[src/rtl/round_sequencer.sv]
// round_sequencer: AES round counter with start/busy/done handshake, stall, abort and first/last flags
// Ports:
//   clk, n_rst          clock, asynchronous active-low reset
//   start, abort        run request (IDLE/DONE only) and synchronous cancel (highest priority)
//   mode, round_limit   round-count select (10/12/14/custom) and custom limit, latched on start
//   count_enable        datapath ready; counter stalls while low
//   round_count         current round 0..limit_q
//   first_round         busy and round 0
//   last_round          busy and round == limit_q
//   busy, done          RUN state, one-cycle completion pulse
//   limit_q             latched effective limit
module round_sequencer #(
    parameter int CNT_WIDTH  = 5,
    parameter int MAX_ROUNDS = 16
) (
    input  logic                 clk,
    input  logic                 n_rst,
    input  logic                 start,
    input  logic [1:0]           mode,
    input  logic [CNT_WIDTH-1:0] round_limit,
    input  logic                 count_enable,
    input  logic                 abort,
    output logic [CNT_WIDTH-1:0] round_count,
    output logic                 first_round,
    output logic                 last_round,
    output logic                 busy,
    output logic                 done,
    output logic [CNT_WIDTH-1:0] limit_q
);
    localparam logic [1:0] IDLE = 2'd0;
    localparam logic [1:0] RUN  = 2'd1;
    localparam logic [1:0] DONE = 2'd2;
    localparam logic [CNT_WIDTH-1:0] MAX_L = CNT_WIDTH'(MAX_ROUNDS);
    logic [1:0]           state_q, state_d;
    logic [CNT_WIDTH-1:0] count_q, count_d, limit_d, eff_limit;
    // Custom limit is clamped to 1..MAX_ROUNDS so a run always has at least one round
    assign eff_limit = mode == 2'b00 ? CNT_WIDTH'(10) :
                       mode == 2'b01 ? CNT_WIDTH'(12) :
                       mode == 2'b10 ? CNT_WIDTH'(14) :
                       round_limit == '0 ? CNT_WIDTH'(1) :
                       round_limit > MAX_L ? MAX_L : round_limit;
    always_comb begin
        state_d = state_q;
        count_d = count_q;
        limit_d = limit_q;
        if (abort) begin
            state_d = IDLE;
            count_d = '0;
        end else begin
            case (state_q)
                IDLE, DONE: begin
                    state_d = start ? RUN : IDLE;
                    count_d = '0;
                    limit_d = start ? eff_limit : limit_q;
                end
                RUN: begin
                    // Count holds at the limit while DONE is shown
                    if (count_enable) begin
                        state_d = count_q == limit_q ? DONE : RUN;
                        count_d = count_q == limit_q ? count_q : count_q + CNT_WIDTH'(1);
                    end
                end
                default: begin
                    state_d = IDLE;
                    count_d = '0;
                end
            endcase
        end
    end
    always_ff @(posedge clk or negedge n_rst) begin
        if (!n_rst) begin
            state_q <= IDLE;
            count_q <= '0;
            limit_q <= '0;
        end else begin
            state_q <= state_d;
            count_q <= count_d;
            limit_q <= limit_d;
        end
    end
    assign round_count = count_q;
    assign busy        = state_q == RUN;
    assign done        = state_q == DONE;
    assign first_round = busy && count_q == '0;
    assign last_round  = busy && count_q == limit_q;
    assert property (@(posedge clk) disable iff (!n_rst) count_q <= limit_q);
endmodule

[config.mk]
export PLATFORM = sky130hd
export DESIGN_NAME = round_sequencer
export DESIGN_NICKNAME = d
export VERILOG_FILES = /design/src/rtl/round_sequencer.sv
export SDC_FILE = /design/constraint.sdc
export NUM_CORES = 1
export LEC_CHECK = 0
export BUFFER_PORTS_ARGS = -buffer_cell sky130_fd_sc_hd__buf_2
export CAP_MARGIN = 40
export CORE_MARGIN = 5
export CORE_UTILIZATION = 40
export CTS_BUF_LIST = sky130_fd_sc_hd__clkbuf_16
export DETAILED_ROUTE_END_ITERATION = 12
export MAX_ROUTING_LAYER = met4
export PLACE_DENSITY_LB_ADDON = 0.2
export SLEW_MARGIN = 20
export SYNTH_ARGS = -nofsm -noshare
export SYNTH_HDL_FRONTEND = slang
export SYNTH_SLANG_ARGS = --single-unit
[constraint.sdc]
create_clock -name clk -period 3.6 [get_ports clk]
set_input_delay 0.18 -clock clk [delete_from_list [all_inputs] [get_ports clk]]
set_output_delay 0.18 -clock clk [all_outputs]
set_load 0.02 [all_outputs]
# After elaboration in Yosys (flattened, before gate mapping)
# Cells that the tools add are included.
# word_totals
regBits,12
in_bits,12
output_inout_bits,14
wordCells,36
# op_classes
n_addsub,1
magnitude_cmp,1
eq_ne,7
muxes,14
n_bitwise,1
reduce_logical,9
# op_table
cell,count
$mux W5,9
$logic_not A5 Y1,2
$mux W2,3
$ne A3 B3 Y1 const B,2
$add A5 B1 Y5 const B,1
$eq A5 B5 Y1,1
$gt A5 B5 Y1 const B,1
$eq A2 B1 Y1 const B,2
$eq A2 B2 Y1 const B,2
$logic_not A2 Y1,2
$pmux W2 S2,1
$reduce_and A3 Y1,1
$logic_and A1 B1 Y1,2
$reduce_and A2 Y1,1
$reduce_or A2 Y1,1
$mux W1,1
$not A1 Y1,1

# Longest topological paths before layout
# depth
word_depth,6
depth_mapped,5

# Worst setup path after synthesis
# OpenSTA, ideal clock, no wires.
# synth_timing
path_kind,reg-to-output
startpoint,register count_q[2] (netlist: round_count[2])
endpoint,output port last_round
t_arrival_ps,1619
t_required_ps,3420
slack_ps,1801
stages_incl_launch_ff,6
path_cell_list,dfrtp_1 -> buf_6 -> xor2_2 -> nor4_4 -> nand2_1 -> nor2_1
# synth_via
elab_chain_len,2
# synth_rtl
element,line,rtl
start: declaration,35,"logic [CNT_WIDTH-1:0] count_q, count_d, limit_d, eff_limit;"
start signal: assignment,77,count_q <= count_d;
$eq A5 B5 Y1,85,assign last_round = busy && count_q == limit_q;
$logic_and A1 B1 Y1,85,
end: declaration,25,"output logic last_round,"
# No other way between the ends.

# Worst setup path after layout
# Ends and elaborated chain as after synthesis.

==> impl_results.md <==
* Initial Util at 0.421
* Setup fix buffers added after clock tree synthesis at 0
* Floorplan row count at 16
* Cells after DPL at 140
* CTS tree: built
* Number of input and output port buffers inserted at 25
* Total gr overflow at 0
* Top cell type's share of synthesized area at 0.364
* Inserted Clock Buffers at 3
* Utilization of the core after routing at 0.534
* Width of the die at 55.4 um
* Hold crit path type: in2reg
* Routability cong. at 0.734
* Run status: completed
* Pre-antenna DRT Iters at 4
* Clock Skews at 0.00240 ns
* Leading area contributor after synthesis: sky130_fd_sc_hd__dfrtp_1
* Unrepaired setup endpoints after global routing: false
* Cell area after synthesis at 826 um^2
* Unique masters post-synth at 32
* First-pass GRT wire length at 3650 um
* Number of hold-slack violations in the final timing report at 0
* Max-cap violations at 0
* Clock Latency Late Sink at 0.24 ns
* Kind of capture point of the worst setup path: output pin
* Clk sinks at 12
* Area contributors post-synth: sky130_fd_sc_hd__dfrtp_1, sky130_fd_sc_hd__nand3_1, sky130_fd_sc_hd__a31oi_1, sky130_fd_sc_hd__nand2_1, sky130_fd_sc_hd__xor2_2
* Share of the clock period used by the worst path at 0.581
* Non-filler instance count after layout at 144
* # setup viols final at 0
* Vias at 793
* Floorplan die area at 3070 um^2
* Final nets at 133
* Starting DRT DRC Count at 6
* Post-synthesis to final-layout area growth at 26.8%
* Crit-path max FO at 11
* Via count of the first global-routing pass at 825
* Per-cell via count in the routed design at 5.51
* Yosys warning total at 0
* Transition time at the pin with the least slew margin at 0.831 ns
* Total power divided by cell area at 468 nW/um^2
* Total negative slack at 0 ns
* DRC violations left at 0
* Post-CTS clock slew at the launch and capture registers of the worst setup and hold paths at 0.04 ns
* Number of placed I/O pins at 26
* Post-synthesis net count at 106
* Longest Clk Path Bufs at 2
* Global router's overall resource usage at 0.151
* Post-CTS resize count at 0
* Worst vdd ir at 0.230 mV
* Final HPWL DP at 1600 um
* Residual antenna-violating net count after detailed routing at 0
* Count of state elements after synthesis at 12
* Sequential share of the synthesized area at 0.364
* CP Class: reg2out
* Max-slew violation count at 0
* Initial antenna violation count at 0
* Leak Pwr at 0.494 nW
* Routed length per instance at 14.4 um
* Worst rel slew slack at 0.445
* Max Freq at 0.478 GHz
* Worst path required time at 3.42 ns
* Final Critical Period at 2.09 ns
* Maximum level of the CTS H-tree at 1
* Mean post-synth cell area at 8.98 um^2
* CP Data Arrival Time at 1.91 ns
* Root Driver: sky130_fd_sc_hd__clkbuf_16
* Share of cells above drive strength 1 at 0.299
* Instance count of the mapped netlist at 92
* Die outline height at 55.4 um
* CP Launch Type: register
* Area of the core at 1960 um^2
* Aggregate routed wire length at 2070 um
* Largest net degree at the start of global routing at 13
* Ant diodes at 0
## critical path, stage by stage, from the launching register on
cell,delay (ns)
sky130_fd_sc_hd__dfrtp_1,0.50
sky130_fd_sc_hd__xor2_2,0.21
sky130_fd_sc_hd__nor4_4,0.53
sky130_fd_sc_hd__nand2_1,0.14
sky130_fd_sc_hd__nor2_1,0.12
sky130_fd_sc_hd__buf_2,0.17
## final timing paths
path	from	to	slack [ns]	cells after the start
min in group asynchronous	n_rst	round_count[2]$_DFFE_PN0P_	0.36	2
worst min register to register	limit_q[4]$_DFFE_PN0P_	limit_q[4]$_DFFE_PN0P_	0.54	2
worst max register to register	round_count[2]$_DFFE_PN0P_	round_count[1]$_DFFE_PN0P_	1.71	4
max in group asynchronous	n_rst	state_q[1]$_DFFE_PN0P_	3.02	2
worst max-delay path	round_count[2]$_DFFE_PN0P_	last_round	1.51	5
worst min-delay path	round_limit[4]	limit_q[0]$_DFFE_PN0P_	0.17	2
## cells in the mapped netlist
master / instances
sky130_fd_sc_hd__a21oi_1: 2
sky130_fd_sc_hd__a311o_1: 1
sky130_fd_sc_hd__a31oi_1: 6
sky130_fd_sc_hd__and2_1: 1
sky130_fd_sc_hd__and3_2: 1
sky130_fd_sc_hd__buf_1: 1
sky130_fd_sc_hd__buf_6: 1
sky130_fd_sc_hd__clkbuf_1: 2
sky130_fd_sc_hd__dfrtp_1: 12
sky130_fd_sc_hd__ha_1: 2
sky130_fd_sc_hd__inv_1: 5
sky130_fd_sc_hd__mux2_2: 2
sky130_fd_sc_hd__mux2i_1: 1
sky130_fd_sc_hd__nand2_1: 10
sky130_fd_sc_hd__nand2b_1: 2
sky130_fd_sc_hd__nand3_1: 9
sky130_fd_sc_hd__nor2_1: 3
sky130_fd_sc_hd__nor2b_1: 1
sky130_fd_sc_hd__nor3_1: 2
sky130_fd_sc_hd__nor3b_1: 3
sky130_fd_sc_hd__nor4_1: 5
sky130_fd_sc_hd__nor4_4: 1
sky130_fd_sc_hd__o21ai_0: 4
sky130_fd_sc_hd__o31ai_1: 2
sky130_fd_sc_hd__o41ai_1: 1
sky130_fd_sc_hd__or2b_1: 2
sky130_fd_sc_hd__or3b_1: 1
sky130_fd_sc_hd__or3b_2: 1
sky130_fd_sc_hd__or4_1: 3
sky130_fd_sc_hd__xnor2_1: 1
sky130_fd_sc_hd__xor2_1: 2
sky130_fd_sc_hd__xor2_2: 2
## layer usage
metal | track usage | vias up | share of wire | wire (um)
met4 | 0.0660 | 0 | 0.014 | 30
met2 | 0.253 | 24 | 0.53 | 1090
met5 | - | - | 0 | 0
met3 | 0.0420 | 4 | 0.061 | 127
li1 | - | 388 | - | -
met1 | 0.167 | 377 | 0.40 | 818
## stage by stage
stage | instance area [um^2] | hold slack [ns] | power (mW) | worst slack [ns]
floorplan | 826 | -0.116 | 0.251 | 1.80
global placement | 962 | 0.0799 | 0.293 | 1.75
detailed placement | 962 | 0.0819 | 0.295 | 1.71
CTS | 1050 | 0.162 | 0.498 | 1.48
global route | 1050 | 0.165 | 0.516 | 1.25
finish | 1050 | 0.166 | 0.490 | 1.51
## timing repair
action | in CTS | in global routing
hold endpoints to repair | 12 | 0
hold buffers | 1 | 0
setup endpoints to repair | 0 | 0
## logic make-up after synthesis
kind of cell | after synthesis | share of synthesized area
xor gates and xnor gates | 5 | 0.0712
adders and majority gates | 2 | 0.0303
AOI/OAI and AO/OA | 16 | 0.123
muxes | 3 | 0.0394
buffers and inverters | 9 | 0.0500
and+or+nand+nor | 45 | 0.323
DFF | 12 | 0.364
## layout make-up
| class | count | area, um^2 |
|---|---|---|
| Multi-Input combinational cell | 71 | 484 |
| Timing Repair Buffer | 26 | 135 |
| Tap cell | 27 | 33.8 |
| Sequential cell | 12 | 300 |
| Inverter | 5 | 18.8 |
| Fill cell | 200 | 915 |
| Clock buffer | 3 | 75.1 |
## sequential cells by signal (all words and copies together) (netlist names)
signal and cells:
round_count 5, limit_q 5, state_q 2
## cells in the final DEF (no fill, tap or decap), types with 3 or more instances in the layout
master | netlist | routed
sky130_fd_sc_hd__dfrtp_1 | 12 | 12
sky130_fd_sc_hd__buf_2 | 0 | 25
sky130_fd_sc_hd__a31oi_1 | 6 | 6
sky130_fd_sc_hd__or4_1 | 3 | 3
sky130_fd_sc_hd__inv_1 | 5 | 5
sky130_fd_sc_hd__nand2_1 | 10 | 10
sky130_fd_sc_hd__nor2_1 | 3 | 3
sky130_fd_sc_hd__nor3b_1 | 3 | 3
sky130_fd_sc_hd__nor4_1 | 5 | 5
sky130_fd_sc_hd__o21ai_0 | 4 | 4
sky130_fd_sc_hd__clkbuf_16 | 0 | 3
sky130_fd_sc_hd__nand3_1 | 9 | 9
## power breakdown
part | switching (mW) | internal [mW] | leakage (nW)
logic | 0.0787 | 0.0469 | 0.298
clock network | 0.0536 | 0.144 | 0.0370
registers | 0.0182 | 0.149 | 0.159
Note: power is estimated with default switching activity, not from simulation.
